**src/rtl/adt7420_pkg.sv**
```systemverilog
// adt7420_pkg: shared types and constants for the ADT7420 polling sequencer.
// Holds the I2C command opcodes, the sequencer states and the register
// pointers, plus the table that maps (state, step) to the command issued.
package adt7420_pkg;

    typedef enum logic [2:0] {
        OP_NOP       = 3'd0,
        OP_START     = 3'd1,
        OP_RSTART    = 3'd2,
        OP_WRITE     = 3'd3,
        OP_READ_ACK  = 3'd4,
        OP_READ_NACK = 3'd5,
        OP_STOP      = 3'd6
    } cmd_op_t;

    typedef enum logic [2:0] {
        ST_INIT,
        ST_IDLE,
        ST_POLL,
        ST_CFG,
        ST_ABORT
    } state_t;

    // Per-command handshake phase: SETUP is the single quiet cycle after a
    // state entry, CMD presents the command, RSP waits for the master's reply.
    typedef enum logic [1:0] {
        PH_SETUP,
        PH_CMD,
        PH_RSP
    } phase_t;

    localparam logic [7:0] REG_TEMP = 8'h00;
    localparam logic [7:0] REG_CFG  = 8'h03;

    // Command issued at a given step of each transaction type.
    function automatic cmd_op_t seq_op(input state_t st, input logic [2:0] step);
        cmd_op_t op;
        op = OP_NOP;
        case (st)
            ST_INIT, ST_CFG: begin
                case (step)
                    3'd0:       op = OP_START;
                    3'd1, 3'd2,
                    3'd3:       op = OP_WRITE;
                    default:    op = OP_STOP;
                endcase
            end
            ST_POLL: begin
                case (step)
                    3'd0:       op = OP_START;
                    3'd1, 3'd2: op = OP_WRITE;
                    3'd3:       op = OP_RSTART;
                    3'd4:       op = OP_WRITE;
                    3'd5:       op = OP_READ_ACK;
                    3'd6:       op = OP_READ_NACK;
                    default:    op = OP_STOP;
                endcase
            end
            ST_ABORT: op = OP_STOP;
            default:  op = OP_NOP;
        endcase
        return op;
    endfunction

    // Index of the final (STOP) step of each transaction type.
    function automatic logic [2:0] seq_last(input state_t st);
        logic [2:0] last;
        case (st)
            ST_POLL:  last = 3'd7;
            ST_ABORT: last = 3'd0;
            default:  last = 3'd4;
        endcase
        return last;
    endfunction

endpackage

```
**src/rtl/interval_tick.sv**
```systemverilog
// interval_tick: free-running counter that emits a one-cycle tick every
// INTERVAL clocks. The tick is high while the count sits at INTERVAL-1, and
// the counter reloads to zero on that same cycle.
module interval_tick #(
    parameter int INTERVAL = 10000
) (
    input  logic clk_i,
    input  logic rst_ni,
    output logic tick_o
);

    localparam int CW = $clog2(INTERVAL);
    localparam logic [CW-1:0] LAST = CW'(INTERVAL - 1);

    logic [CW-1:0] cnt_q, cnt_d;

    assign tick_o = (cnt_q == LAST);

    // Next count: wrap at the last value, otherwise increment.
    always_comb begin
        cnt_d = tick_o ? '0 : cnt_q + 1'b1;
    end

    // Count register, cleared by the synchronous reset.
    always_ff @(posedge clk_i) begin
        if (!rst_ni) cnt_q <= '0;
        else         cnt_q <= cnt_d;
    end

endmodule

```
**src/rtl/adt7420_poll_ctrl.sv**
```systemverilog
// adt7420_poll_ctrl: command sequencer in front of a byte-level I2C master.
// Configures the ADT7420 after reset, polls the temperature register every
// INTERVAL clocks and arbitrates one host config write onto the same bus.
// Optional build macro ADT7420_AVG_EN: temp_data becomes the floored mean of
// the last four samples instead of the raw reading.
module adt7420_poll_ctrl
    import adt7420_pkg::*;
#(
    parameter int         INTERVAL = 10000,
    parameter logic [6:0] I2C_ADDR = 7'h4B,
    parameter logic [7:0] CFG_INIT = 8'h80
) (
    input  logic        clk,
    input  logic        rst_n,
    output logic        cmd_valid,
    input  logic        cmd_ready,
    output logic [2:0]  cmd_op,
    output logic [7:0]  cmd_data,
    input  logic        rsp_valid,
    input  logic [7:0]  rsp_data,
    input  logic        rsp_nack,
    input  logic        cfg_req,
    input  logic [7:0]  cfg_data,
    output logic        cfg_done,
    output logic        temp_valid,
    output logic [15:0] temp_data,
    output logic        busy,
    output logic        err
);

    state_t      state_q, state_d;
    phase_t      phase_q, phase_d;
    logic [2:0]  step_q, step_d;
    logic        poll_pend_q, poll_pend_d;
    logic        temp_valid_q, temp_valid_d;
    logic        cfg_done_q, cfg_done_d;
    logic        err_q, err_d;
    logic [15:0] temp_data_q, temp_data_d;
    logic [7:0]  msb_q, msb_d;
    logic [7:0]  lsb_q, lsb_d;
    logic [7:0]  cfg_byte_q, cfg_byte_d;

    logic               tick;
    logic               pend_clr;
    logic               sample_take;
    cmd_op_t            cur_op;
    logic [7:0]         cur_data;
    logic signed [15:0] raw;
    logic signed [15:0] sample_val;

    interval_tick #(
        .INTERVAL (INTERVAL)
    ) u_tick (
        .clk_i  (clk),
        .rst_ni (rst_n),
        .tick_o (tick)
    );

    assign raw        = signed'({msb_q, lsb_q});
    assign cmd_valid  = (phase_q == PH_CMD);
    assign cmd_op     = cmd_valid ? cur_op : OP_NOP;
    assign cmd_data   = cmd_valid ? cur_data : 8'h00;
    assign busy       = (state_q != ST_IDLE);
    assign temp_valid = temp_valid_q;
    assign cfg_done   = cfg_done_q;
    assign err        = err_q;
    assign temp_data  = temp_data_q;

    // Command and payload byte for the current step of the transaction.
    always_comb begin
        cur_op   = seq_op(state_q, step_q);
        cur_data = 8'h00;
        case (state_q)
            ST_INIT, ST_CFG: begin
                case (step_q)
                    3'd1:    cur_data = {I2C_ADDR, 1'b0};
                    3'd2:    cur_data = REG_CFG;
                    3'd3:    cur_data = (state_q == ST_INIT) ? CFG_INIT : cfg_byte_q;
                    default: cur_data = 8'h00;
                endcase
            end
            ST_POLL: begin
                case (step_q)
                    3'd1:    cur_data = {I2C_ADDR, 1'b0};
                    3'd2:    cur_data = REG_TEMP;
                    3'd4:    cur_data = {I2C_ADDR, 1'b1};
                    default: cur_data = 8'h00;
                endcase
            end
            default: cur_data = 8'h00;
        endcase
    end

    // Sequencer: arbitration in IDLE, one outstanding command otherwise.
    always_comb begin
        state_d      = state_q;
        phase_d      = phase_q;
        step_d       = step_q;
        poll_pend_d  = poll_pend_q;
        msb_d        = msb_q;
        lsb_d        = lsb_q;
        cfg_byte_d   = cfg_byte_q;
        temp_data_d  = temp_data_q;
        temp_valid_d = 1'b0;
        cfg_done_d   = 1'b0;
        err_d        = 1'b0;
        sample_take  = 1'b0;
        pend_clr     = 1'b0;

        if (state_q == ST_IDLE) begin
            // A request still visible on the cfg_done cycle is the one just served.
            if (cfg_req && !cfg_done_q) begin
                state_d    = ST_CFG;
                phase_d    = PH_SETUP;
                step_d     = 3'd0;
                cfg_byte_d = cfg_data;
            end else if (poll_pend_q) begin
                state_d  = ST_POLL;
                phase_d  = PH_SETUP;
                step_d   = 3'd0;
                pend_clr = 1'b1;
            end
        end else begin
            case (phase_q)
                PH_SETUP: phase_d = PH_CMD;
                PH_CMD:   if (cmd_ready) phase_d = PH_RSP;
                PH_RSP: begin
                    if (rsp_valid) begin
                        if (cur_op == OP_WRITE && rsp_nack) begin
                            err_d      = 1'b1;
                            cfg_done_d = (state_q == ST_CFG);
                            state_d    = ST_ABORT;
                            phase_d    = PH_SETUP;
                            step_d     = 3'd0;
                        end else begin
                            if (cur_op == OP_READ_ACK)  msb_d = rsp_data;
                            if (cur_op == OP_READ_NACK) lsb_d = rsp_data;
                            if (step_q == seq_last(state_q)) begin
                                temp_valid_d = (state_q == ST_POLL);
                                sample_take  = (state_q == ST_POLL);
                                cfg_done_d   = (state_q == ST_CFG);
                                state_d      = ST_IDLE;
                                phase_d      = PH_SETUP;
                                step_d       = 3'd0;
                            end else begin
                                step_d  = step_q + 3'd1;
                                phase_d = PH_CMD;
                            end
                        end
                    end
                end
                default: phase_d = PH_SETUP;
            endcase
        end

        // A wrap landing on the POLL-entry cycle is a new period and stays pending.
        if (pend_clr) poll_pend_d = 1'b0;
        if (tick)     poll_pend_d = 1'b1;
        if (sample_take) temp_data_d = sample_val;
    end

`ifdef ADT7420_AVG_EN
    logic signed [15:0] hist_q [3];
    logic               hist_full_q;

    // Mean of four samples, floored (arithmetic shift of the 18-bit sum).
    function automatic logic signed [15:0] avg4(input logic signed [15:0] a,
                                                input logic signed [15:0] b,
                                                input logic signed [15:0] c,
                                                input logic signed [15:0] d);
        logic signed [17:0] sum;
        logic signed [17:0] shifted;
        sum     = 18'(a) + 18'(b) + 18'(c) + 18'(d);
        shifted = sum >>> 2;
        return shifted[15:0];
    endfunction

    assign sample_val = hist_full_q ? avg4(raw, hist_q[0], hist_q[1], hist_q[2]) : raw;

    // History-valid flag: the first sample after reset fills every slot.
    always_ff @(posedge clk) begin
        if (!rst_n)           hist_full_q <= 1'b0;
        else if (sample_take) hist_full_q <= 1'b1;
    end

    // Sample history, newest at index 0.
    always_ff @(posedge clk) begin
        if (sample_take) begin
            hist_q[0] <= raw;
            hist_q[1] <= hist_full_q ? hist_q[0] : raw;
            hist_q[2] <= hist_full_q ? hist_q[1] : raw;
        end
    end
`else
    assign sample_val = raw;
`endif

    // Control state and visible outputs, cleared by the synchronous reset.
    always_ff @(posedge clk) begin
        if (!rst_n) begin
            state_q      <= ST_INIT;
            phase_q      <= PH_SETUP;
            step_q       <= 3'd0;
            poll_pend_q  <= 1'b0;
            temp_valid_q <= 1'b0;
            cfg_done_q   <= 1'b0;
            err_q        <= 1'b0;
            temp_data_q  <= 16'h0000;
        end else begin
            state_q      <= state_d;
            phase_q      <= phase_d;
            step_q       <= step_d;
            poll_pend_q  <= poll_pend_d;
            temp_valid_q <= temp_valid_d;
            cfg_done_q   <= cfg_done_d;
            err_q        <= err_d;
            temp_data_q  <= temp_data_d;
        end
    end

    // Byte holding registers; always written before they are consumed.
    always_ff @(posedge clk) begin
        msb_q      <= msb_d;
        lsb_q      <= lsb_d;
        cfg_byte_q <= cfg_byte_d;
    end

endmodule

```
**config.mk**
```make
export PLATFORM = sky130hd
export DESIGN_NAME = adt7420_poll_ctrl
export DESIGN_NICKNAME = d
export VERILOG_FILES = /design/src/rtl/adt7420_pkg.sv /design/src/rtl/interval_tick.sv /design/src/rtl/adt7420_poll_ctrl.sv
export SDC_FILE = /design/constraint.sdc
export NUM_CORES = 1
export LEC_CHECK = 0
export ABC_AREA = 1
export CAP_MARGIN = 10
export CORE_MARGIN = 5
export CORE_UTILIZATION = 25
export DETAILED_ROUTE_END_ITERATION = 10
export SLEW_MARGIN = 15
export SYNTH_ARGS = -nofsm -noshare
export SYNTH_HDL_FRONTEND = slang
export SYNTH_HIERARCHICAL = 1
export SYNTH_SLANG_ARGS = --single-unit
```
**constraint.sdc**
```tcl
create_clock -name clk -period 4.6 [get_ports clk]
set_input_delay 0.92 -clock clk [delete_from_list [all_inputs] [get_ports clk]]
set_output_delay 0.92 -clock clk [all_outputs]
set_load 0.005 [all_outputs]
```
## After elaboration in Yosys (flattened, before gate mapping)

Cells that the tools add are included.

- Logic and storage cells: 110
- Output and inout port bits: 32
- Register bits after elaboration: 66

- Add/sub/neg operators: 2
- Reductions and logical operators: 21
- Muxes and demuxes: 49
- Bitwise gates (word level): 5
- Equal/unequal tests: 21

Operators by type and width:

| cell | count |
|---|---|
| $mux W3 | 19 |
| $pmux W8 S2 | 2 |
| $pmux W8 S3 | 1 |
| $eq A3 B3 Y1 const B | 6 |
| $mux W8 | 2 |
| $eq A3 B2 Y1 const B | 5 |
| $mux W1 | 15 |
| $pmux W3 S5 | 1 |
| $add A14 B1 Y14 const B | 1 |
| $eq A14 B14 Y1 const B | 1 |
| $pmux W3 S2 | 2 |
| $mux W2 | 5 |
| $reduce_and A5 Y1 | 2 |
| $pmux W3 S3 | 1 |
| $eq A3 B1 Y1 const B | 2 |
| $logic_not A3 Y1 | 2 |
| $ne A3 B1 Y1 const B | 2 |
| $pmux W2 S3 | 1 |
| $reduce_and A3 Y1 | 2 |
| $reduce_bool A2 Y1 | 3 |
| $reduce_or A3 Y1 | 2 |
| $not A1 Y1 | 5 |
| $reduce_and A4 Y1 | 1 |
| $reduce_or A2 Y1 | 2 |
| 12 further kinds | 13 |

## Depth between registers and ports, before layout

- Depth after elaboration: 16
- Gate-level depth with buffers: 15
- Gate-level depth less buffers: 14

## Cells and area by module

The synthesis kept the hierarchy.

By module, submodules not included:

| module | area an instance (µm²) | cells an instance | instances |
|---|---|---|---|
| adt7420_poll_ctrl | 2452.4 | 268 | 1 |
| interval_tick | 719.4 | 108 | 1 |

## Worst setup path before layout

Ideal clock, no wire load.

- Path kind: flip-flop to output port
- From: register step_q[1]
- To: output port cmd_op[2]
- Path slack: 2.259 ns
- Data arrival time: 1.421 ns
- Cell stages (with the launch flop): 11
- Path through: dfxtp_1 -> ha_1 -> ha_1 -> clkbuf_1 -> inv_1 -> nand2_1 -> nor2_2 -> nand2_1 -> nand2_1 -> a21oi_2 -> nor2_1

- Word-level cells in the longest chain between the ends: 5
- Elaborated cells on any way between the ends: 13
- Those cells by class: 6 x eq/ne; 4 x mux; 3 x reduce/logical

RTL lines:

| element | RTL line | text |
|---|---|---|
| start: declaration | adt7420_poll_ctrl.sv:33 | `logic [2:0] step_q, step_d;` |
| start signal: assignment | adt7420_poll_ctrl.sv:212 | `step_q <= step_d;` |
| $eq A3 B3 Y1, or another cell as far along | adt7420_pkg.sv:49 | `case (step)` |
| $reduce_or A3 Y1, on equally long branches | -- |  |
| $pmux W3 S5 or $pmux W3 S2 (tied branches) | adt7420_pkg.sv:49, adt7420_pkg.sv:41 |  |
| $pmux W3 S3 * | adt7420_pkg.sv:39 | `case (st)` |
| $mux W3 * | adt7420_poll_ctrl.sv:61 | `assign cmd_op = cmd_valid ? cur_op : OP_NOP;` |
| end: declaration | adt7420_poll_ctrl.sv:17 | `output logic [2:0] cmd_op,` |

Mark *: on every way between the ends. The rest lies on a longest branch, timed or not.

## Worst setup path in the final report

- From: register step_q[2]
- To: output port cmd_op[2]

The elaborated chain is that of the path after synthesis.

==> flow_metrics.py <==
metrics = {
    "clock_tree": {
        "cts.sinks": 66,
        "clk_pin_slew_worst_paths_ns": 0.06,
        "numCtsBuffers": 9,
        "clk_latency_ns": 0.33,
        "post_cts_resized": 0,
        "h-tree-depth": 3,
        "clock_path_buffers": 2,
        "root_buffer": "clkbuf_16",
        "cts_tree": "yes",
        "cts_hold_buf": 0,
        "postCtsSetupBuffers": 0,
    },
    "yosys": {
        "synthFlopType": "dfxtp_1",
        "synth.distinct_cells": 39,
        "ys_top_cells_by_area": "dfxtp_1, edfxtp_1, nand2_1",
        "netlist_area_um2": 3172,
        "yosysTopAreaCell": "dfxtp_1",
        "synth_seq_cells": 66,
        "avgSynthCellArea_um2": 8.436,
        "yosysWarnings": 6,
        "syn-num-nets": 404,
        "ys_seq_area_share_pct": 49.23,
        "async_flop_share_pct": 0,
        "syn_inst": 376,
        "synth_edf_count": 24,
        "synth_top_area_share_pct": 26.51,
    },
    "final_layout": {
        "fin_cells": 608,
        "most-common-layout-cells": "nand2_1, clkdlybuf4s50_1, nor2_1",
        "area.growth.synth_to_final_pct": 30.34,
        "fin_nets": 459,
        "register_area_um2": 1562,
        "final_common_cell": "nand2_1",
        "n_antenna_cell": 0,
        "fillers": 1298,
        "multi_input_area_um2": 1375,
        "post-route-util_pct": 33.03,
        "drive_above_1_share_pct": 13.07,
    },
    "timing": {
        "layout_setup_ws_ns": 1.336,
        "period_minus_slack_ns": 3.264,
        "fmax_ghz": 0.3064,
        "rsz0062_at_grt": "no",
        "worst_pin_slew_ns": 0.7162,
        "finalSetupViolations": 0,
        "drv_slew": 0,
        "hold_viol": 0,
        "fin_tns_setup_ns": 0,
        "slew_headroom_pct": 52.07,
        "finalCritPeriodShare_pct": 70.95,
        "skew_ns": 0.006519,
    },
    "critical_path": {
        "r2r_slack_ns": 2.08,
        "cp-end-kind": "primary output",
        "cp_data_required_time_ns": 3.68,
        "arrival_ns": 2.34,
        "path_max_fanout": 8,
        "slowest_delay_ns": 0.52,
        "slowest_stage": "clkdlybuf4s50_1",
        "crit_chain": "inv_2 -> ha_1 -> inv_1 -> nand2_1 -> nor2_2 -> nand2_1 -> nand2_1 -> a21oi_2 -> nor2_1 -> clkdlybuf4s50_1",
        "startpoint_type": "flip-flop",
        "path_class": "flip-flop to primary output",
        "cp_common_cell": "nand2_1",
    },
    "floorplan": {
        "dieHeight_um": 122.6,
        "dieWidth_um": 122.6,
        "die_area_um2": 15040,
        "start_util_pct": 25.34,
        "rows": 41,
        "ioPinCount": 54,
        "coreArea_um2": 12520,
    },
    "placed_design": {
        "portBuffers": 53,
        "dp_slack_ns": 1.670,
        "dp_hpwl_mm": 5.492,
        "placed_cells": 592,
        "gp_congestion": 0.8037,
    },
    "power_and_ir_drop": {
        "p_int_w": 0.001228,
        "combPwrFrac_pct": 28.8,
        "power_frac_seq_pct": 35.4,
        "clockPowerShare_pct": 35.9,
        "leakage_nw": 1.528,
        "p_sw_share_pct": 34.36,
        "pwr_density_cell_nw_per_um2": 452.6,
        "netSwitchingPower_w": 0.0006428,
        "total_power_w": 0.001871,
        "vdd_ir_drop_max_mv": 0.2023,
    },
    "detailed_routing": {
        "wl_mm": 7.259,
        "drt-initial-drc-count": 93,
        "drc": 0,
        "wl_per_cell_um": 11.94,
        "vias": 2570,
        "firstDrtPassIters": 6,
        "ant_nets": 0,
        "viasPerCell": 4.227,
    },
    "job": {
        "maxCapViolCount": 0,
    },
    "global_routing": {
        "antenna_found_initial": 0,
        "gr-total-overflow": 0,
        "grt_usage_pct": 10.42,
        "grt_pass1_vias": 2567,
        "grt_pass1_wl_mm": 12.33,
        "grt_start_max_net_pins": 24,
    },
    "outcome": {
        "status": "finished clean",
    },
    "worst_hold_path": {
        "hold_class": "flip-flop to flip-flop",
    },
}
## kinds of logic (layout without fill, tap and decap cells)
kind of cell	after synthesis	in the layout	synth area share, %
simple gates	203	203	31.08
flops	66	66	49.23
buf+inv	49	109	7.416
compound gates	47	47	8.521
fa+ha+maj	6	6	2.367
xor+xnor	5	5	1.381
## routing by layer
layer | routed length [µm] | share of wire [%] | global-route usage (%) | vias up
met1 | 3111 | 43 | 12.57 | 1166
li1 | - | - | - | 1350
met4 | 116 | 1.6 | 4.129 | 0
met5 | 0 | 0 | 0 | -
met2 | 3677 | 51 | 17.49 | 40
met3 | 352 | 4.8 | 2.995 | 14
## synth_stat cells (2+ instances only)
cell type   n
nand2_1    90
edfxtp_1   24
nand2_4     2
o21ai_2     2
nand2_2    10
nor2_1     43
ha_1        6
nand3_2     2
o21ai_0     5
nor3_1      4
inv_2       4
o21bai_1    2
inv_1      33
buf_6       4
nand4_1    21
xor2_1      4
a21oi_1    31
nand3_1    15
dfxtp_1    42
a21oi_2     4
nor2_2      5
nor3_4      2
or2_2       3
clkbuf_1    3
## critical path: cells and delay by family, from the launching register on
kind,cells,cell delay [ns]
AOI/OAI and AO/OA,1,0.08
adders and majority gates,1,0.32
buffers and inverters,3,0.73
DFF,1,0.45
and+or+nand+nor,5,0.43
## final timing paths
kind,from,endpoint,cells after the start
max,step_q[2],cmd_op[2],10
min,u_tick/cnt_q[0],u_tick/cnt_q[0],1
max reg2reg,step_q[2],msb_q[5],10
min reg2reg,u_tick/cnt_q[0],u_tick/cnt_q[0],1
## power groups by stage
stage / clock, W / combinational (W) / sequential (W)
finish: 0.000671 / 0.000538 / 0.000662
global route: 0.000712 / 0.000617 / 0.000668
CTS: 0.000685 / 0.000545 / 0.000663
detailed placement: 0 / 0.000542 / 0.000675
global placement: 0 / 0.000543 / 0.000673
floorplan: 0 / 0.000416 / 0.000668
## per-stage QoR
stage / hold slack [ns] / cell area [µm²]
floorplan: 0.4175 / 3172
global placement: 0.4288 / 3839
detailed placement: 0.4396 / 3839
CTS: 0.4476 / 4134
global route: 0.4756 / 4134
finish: 0.4425 / 4134
## area by class of cell
class,instances,share of cell area [%]
flip-flops and latches,66,37.77
multi-input cells,261,33.26
repair buffers,54,13.01
clock buffers,10,6.053
well taps,172,5.206
inverters,39,3.602
clock inverters,6,1.090
## flip-flops by register name (all words and copies together), names as in the netlist
signal and cells:
cfg_byte_q 8, cfg_done 1, err 1, lsb_q 8
msb_q 8, phase_q 2, poll_pend_q 1, state_q 3
step_q 3, temp_data 16, temp_valid 1, u_tick/cnt_q 14
Power figures use the tool's default switching activity.
==> RTL change 1, RTL diff (same flow settings) <==
The output `err` loses its register stage (`err_q` becomes a continuous assignment).
--- a/src/rtl/adt7420_poll_ctrl.sv
+++ b/src/rtl/adt7420_poll_ctrl.sv
@@ -204,7 +204,6 @@
             poll_pend_q  <= 1'b0;
             temp_valid_q <= 1'b0;
             cfg_done_q   <= 1'b0;
-            err_q        <= 1'b0;
             temp_data_q  <= 16'h0000;
         end else begin
             state_q      <= state_d;
@@ -213,10 +212,11 @@
             poll_pend_q  <= poll_pend_d;
             temp_valid_q <= temp_valid_d;
             cfg_done_q   <= cfg_done_d;
-            err_q        <= err_d;
             temp_data_q  <= temp_data_d;
         end
     end
+
+    assign err_q = err_d;
 
     // Byte holding registers; always written before they are consumed.
     always_ff @(posedge clk) begin
Function: changed (Yosys sat finds a counterexample within 10 cycles, from zero or initial values and one cycle with rst_n low).
==> RTL change 1 against the original RTL <==
- first-iteration DRC count rose by 82%
- sequential cell count is 1 lower
- synthesized area is 0.63% lower
- design area shrank 0.45%
- total power down 4.7%
- sequential power decreased by 0.8%
- routed wire length is 6.5% lower
- worst setup slack got worse by 0.36 ns
- global-route usage fell by 0.85 points
- core utilization hardly changed
==> RTL change 1: results (changes against the original RTL) <==
{
  "status": {"value": "completed"},
  "detailedRoute.firstIterationViolations": {"value": 169, "change": "+82%"},
  "wl_met2": {"value": 3140, "unit": "µm", "change": "-14%"},
  "critPathMaxStageDelay": {"value": 0.55, "unit": "ns", "change": "+0.03 ns"},
  "list_of_most_frequent_post_synthesis_cells": {"value": "nand2_1, nor2_1, inv_1, dfxtp_1, edfxtp_1"},
  "grt_start_max_net_pins": {"value": 34, "change": "+42%"},
  "synth_nets": {"value": 437, "change": "+8.2%"},
  "wl_met3": {"value": 325, "unit": "µm", "change": "-7.7%"},
  "fraction_of_layout_cells_with_a_size_suffix_above_1": {"value": 0.0934, "change": "-0.0373"},
  "arrival": {"value": 2.70, "unit": "ns", "change": "+0.36 ns"},
  "finClkSkew": {"value": 0.00643, "unit": "ns", "change": "-0.0000900 ns"},
  "post_drt_wl_per_cell": {"value": 10.6, "unit": "µm", "change": "-12%"},
  "grt_util_met2": {"value": 0.153, "change": "-0.0223"},
  "dp_cell_count": {"value": 627, "change": "+5.9%"},
  "drt-met1-wl": {"value": 3210, "unit": "µm", "change": "+3.2%"},
  "vdd_ir_drop_max": {"value": 161, "unit": "µV", "change": "-20%"},
  "finish.net_count": {"value": 494, "change": "+7.6%"},
  "detailedPlace.worstSlack": {"value": 1.08, "unit": "ns", "change": "-0.589 ns"},
  "number_of_global_route_vias_before_repair": {"value": 2419, "change": "-5.8%"},
  "leakage": {"value": 1.71, "unit": "nW", "change": "+12%"},
  "grt_first_pass_wirelength": {"value": 11300, "unit": "µm", "change": "-8.7%"},
  "multi_input_combinational_cell_area": {"value": 1340, "unit": "µm²", "change": "-2.8%"},
  "yosysSeqAreaShare": {"value": 0.489, "change": "-0.00322"},
  "gpl.final_weighted_congestion": {"value": 0.870, "change": "+8.3%"},
  "p_switching": {"value": 0.593, "unit": "mW", "change": "-7.8%"}
}
## RTL change 1: changes by cell type in the layout (fill, tap and decap cells not counted), moves of 2 or more
cell,unedited run,this run
inv_1,33,53
inv_6,2,0
nor2_1,43,77
nand2_2,10,7
nand3_1,15,19
clkbuf_1,0,3
inv_4,2,0
nand2_1,90,110
a21oi_1,31,15
nand4_1,21,4
nor3_1,4,6
## RTL change 1: cells by family after synthesis
| logic type | after synthesis | synth area share |
|---|---|---|
| adder cells (fa/ha/maj) | 6 | 0.0238 |
| flip-flops | 65 | 0.489 |
| buffers and inverters | 65 | 0.0869 |
| XOR/XNOR | 6 | 0.0167 |
| AND/OR/NAND/NOR | 238 | 0.328 |
| AO/OA/AOI/OAI | 29 | 0.0552 |
## RTL change 1: layout make-up
class,instances,share of cell area
clock buffer,12,0.0575
clock inverter,4,0.00730
inverter,56,0.0511
multi-input combinational,279,0.325
sequential,65,0.375
tap,172,0.0523
timing repair buffer,55,0.133
## RTL change 1: final timing paths
check / slack (ns) / depth (start not counted) / end
max: 0.98 / 11 / err
min: 0.45 / 1 / u_tick/cnt_q[0]$_SDFF_PP0_
max reg2reg: 2.31 / 12 / lsb_q[4]$_DFFE_PP_
min reg2reg: 0.45 / 1 / u_tick/cnt_q[0]$_SDFF_PP0_
## RTL change 1: power by group through the flow
stage               registers [mW]  clock network, mW  logic, mW
floorplan                    0.662                  0      0.385
CTS                          0.656              0.620      0.536
global placement             0.666                  0      0.526
global route                 0.659              0.650      0.612
detailed placement           0.668                  0      0.533
finish                       0.657              0.597      0.529
## RTL change 1: worst reg2reg max path, delay by kind of cell, from the launching register on
kind	cells	cell delay, ns
and+or+nand+nor	7	0.69
DFF	1	0.46
buffers and inverters	3	0.42
adders and majority gates	1	0.32
AOI/OAI and AO/OA	1	0.09
==> RTL change 2, RTL diff (config.mk and constraints unchanged) <==
Without the edit above. `INTERVAL` is set to 10000 in 2 places; all go to 5000.
--- a/src/rtl/interval_tick.sv
+++ b/src/rtl/interval_tick.sv
@@ -2,7 +2,7 @@
 // INTERVAL clocks. The tick is high while the count sits at INTERVAL-1, and
 // the counter reloads to zero on that same cycle.
 module interval_tick #(
-    parameter int INTERVAL = 10000
+    parameter int INTERVAL = 5000
 ) (
     input  logic clk_i,
     input  logic rst_ni,
--- a/src/rtl/adt7420_poll_ctrl.sv
+++ b/src/rtl/adt7420_poll_ctrl.sv
@@ -6,7 +6,7 @@
 module adt7420_poll_ctrl
     import adt7420_pkg::*;
 #(
-    parameter int         INTERVAL = 10000,
+    parameter int         INTERVAL = 5000,
     parameter logic [6:0] I2C_ADDR = 7'h4B,
     parameter logic [7:0] CFG_INIT = 8'h80
 ) (
Behaviour: no difference found for any inputs over 10 cycles, from zero or initial values and one cycle with rst_n low; that may be too few to reach the edited logic, so the function may still have changed.
==> RTL change 2 against the original RTL <==
- sequential cell count decreased by 1
- clock power about the same
- combinational power about the same
- design area fell by 1.6%
- synthesized area down 1.8%
- critical path depth unchanged
- routed wire length is 2.9% lower
- worst setup slack gained 0.011 ns
- hold slack better by 0.022 ns
- total power is 0.35% lower
- synthesized cell count is 3.7% lower
- via count is 2.9% lower
- critical endpoint unchanged
- largest power group unchanged
==> RTL change 2: results (changes against the original RTL) <==
{
  "status": {"value": "completed"},
  "grt_util_met2": {"value": 0.173, "change": "-0.00145"},
  "layout.cell_area.non_filler": {"value": 4070, "unit": "µm²", "change": "-1.6%"},
  "fraction_of_layout_cells_with_a_size_suffix_above_1": {"value": 0.133, "change": "+0.00228"},
  "netlist_top_cells_area": {"value": "dfxtp_1, edfxtp_1, nand2_1, a21oi_1, nor2_1"},
  "sequentialPowerShare": {"value": 0.351, "change": "-0.003"},
  "area.share.sequential": {"value": 0.379, "change": "+0.00112"},
  "detailedRoute.firstPassIterationCount": {"value": 4, "change": "-2"},
  "wl_met3": {"value": 291, "unit": "µm", "change": "-17%"},
  "detailroute.via_count": {"value": 2496, "change": "-2.9%"},
  "fillers": {"value": 1288, "change": "-0.77%"},
  "syn_area_per_cell": {"value": 8.60, "unit": "µm²", "change": "+2.0%"},
  "synthDistinctLibCells": {"value": 40, "change": "+2.6%"},
  "grtUsageMet3": {"value": 0.0325, "change": "+0.00254"},
  "met1_usage": {"value": 0.121, "change": "-0.00427"},
  "multi_input_area_share": {"value": 0.331, "change": "-0.00206"},
  "synth_nets": {"value": 390, "change": "-3.5%"},
  "finish.net_count": {"value": 444, "change": "-3.3%"},
  "dp_cell_count": {"value": 573, "change": "-3.2%"},
  "grt_first_pass_wirelength": {"value": 12200, "unit": "µm", "change": "-1.3%"},
  "detailedRoute.firstIterationViolations": {"value": 101, "change": "+8.6%"},
  "place_area": {"value": 3770, "unit": "µm²", "change": "-1.8%"},
  "finClkSkew": {"value": 0.00601, "unit": "ns", "change": "-0.000510 ns"},
  "multi_input_cells": {"value": 250, "change": "-4.2%"},
  "list_of_most_frequent_post_synthesis_cells": {"value": "nand2_1, dfxtp_1, nor2_1, a21oi_1, inv_1"},
  "total_routed_wirelength": {"value": 7050, "unit": "µm", "change": "-2.9%"},
  "grt.total_usage": {"value": 0.102, "change": "-0.00213"}
}
[RTL change 2: cell families after synthesis]
family / Yosys count / synth area share
AOI/OAI and AO/OA: 48 / 0.0888
buffers and inverters: 47 / 0.0731
xor gates and xnor gates: 5 / 0.0141
and+or+nand+nor: 191 / 0.305
adders and majority gates: 6 / 0.0241
DFF: 65 / 0.495
[RTL change 2: path summary, 6_finish.rpt]
path | startpoint | to | slack, ns | cells after the start
min reg2reg | temp_data[14]$_SDFFE_PN0P_ | temp_data[14]$_SDFFE_PN0P_ | 0.46 | 2
max | step_q[2]$_SDFFE_PN0P_ | cmd_op[2] | 1.35 | 10
max reg2reg | step_q[2]$_SDFFE_PN0P_ | msb_q[4]$_DFFE_PP_ | 2.10 | 10
min | temp_data[14]$_SDFFE_PN0P_ | temp_data[14]$_SDFFE_PN0P_ | 0.46 | 2
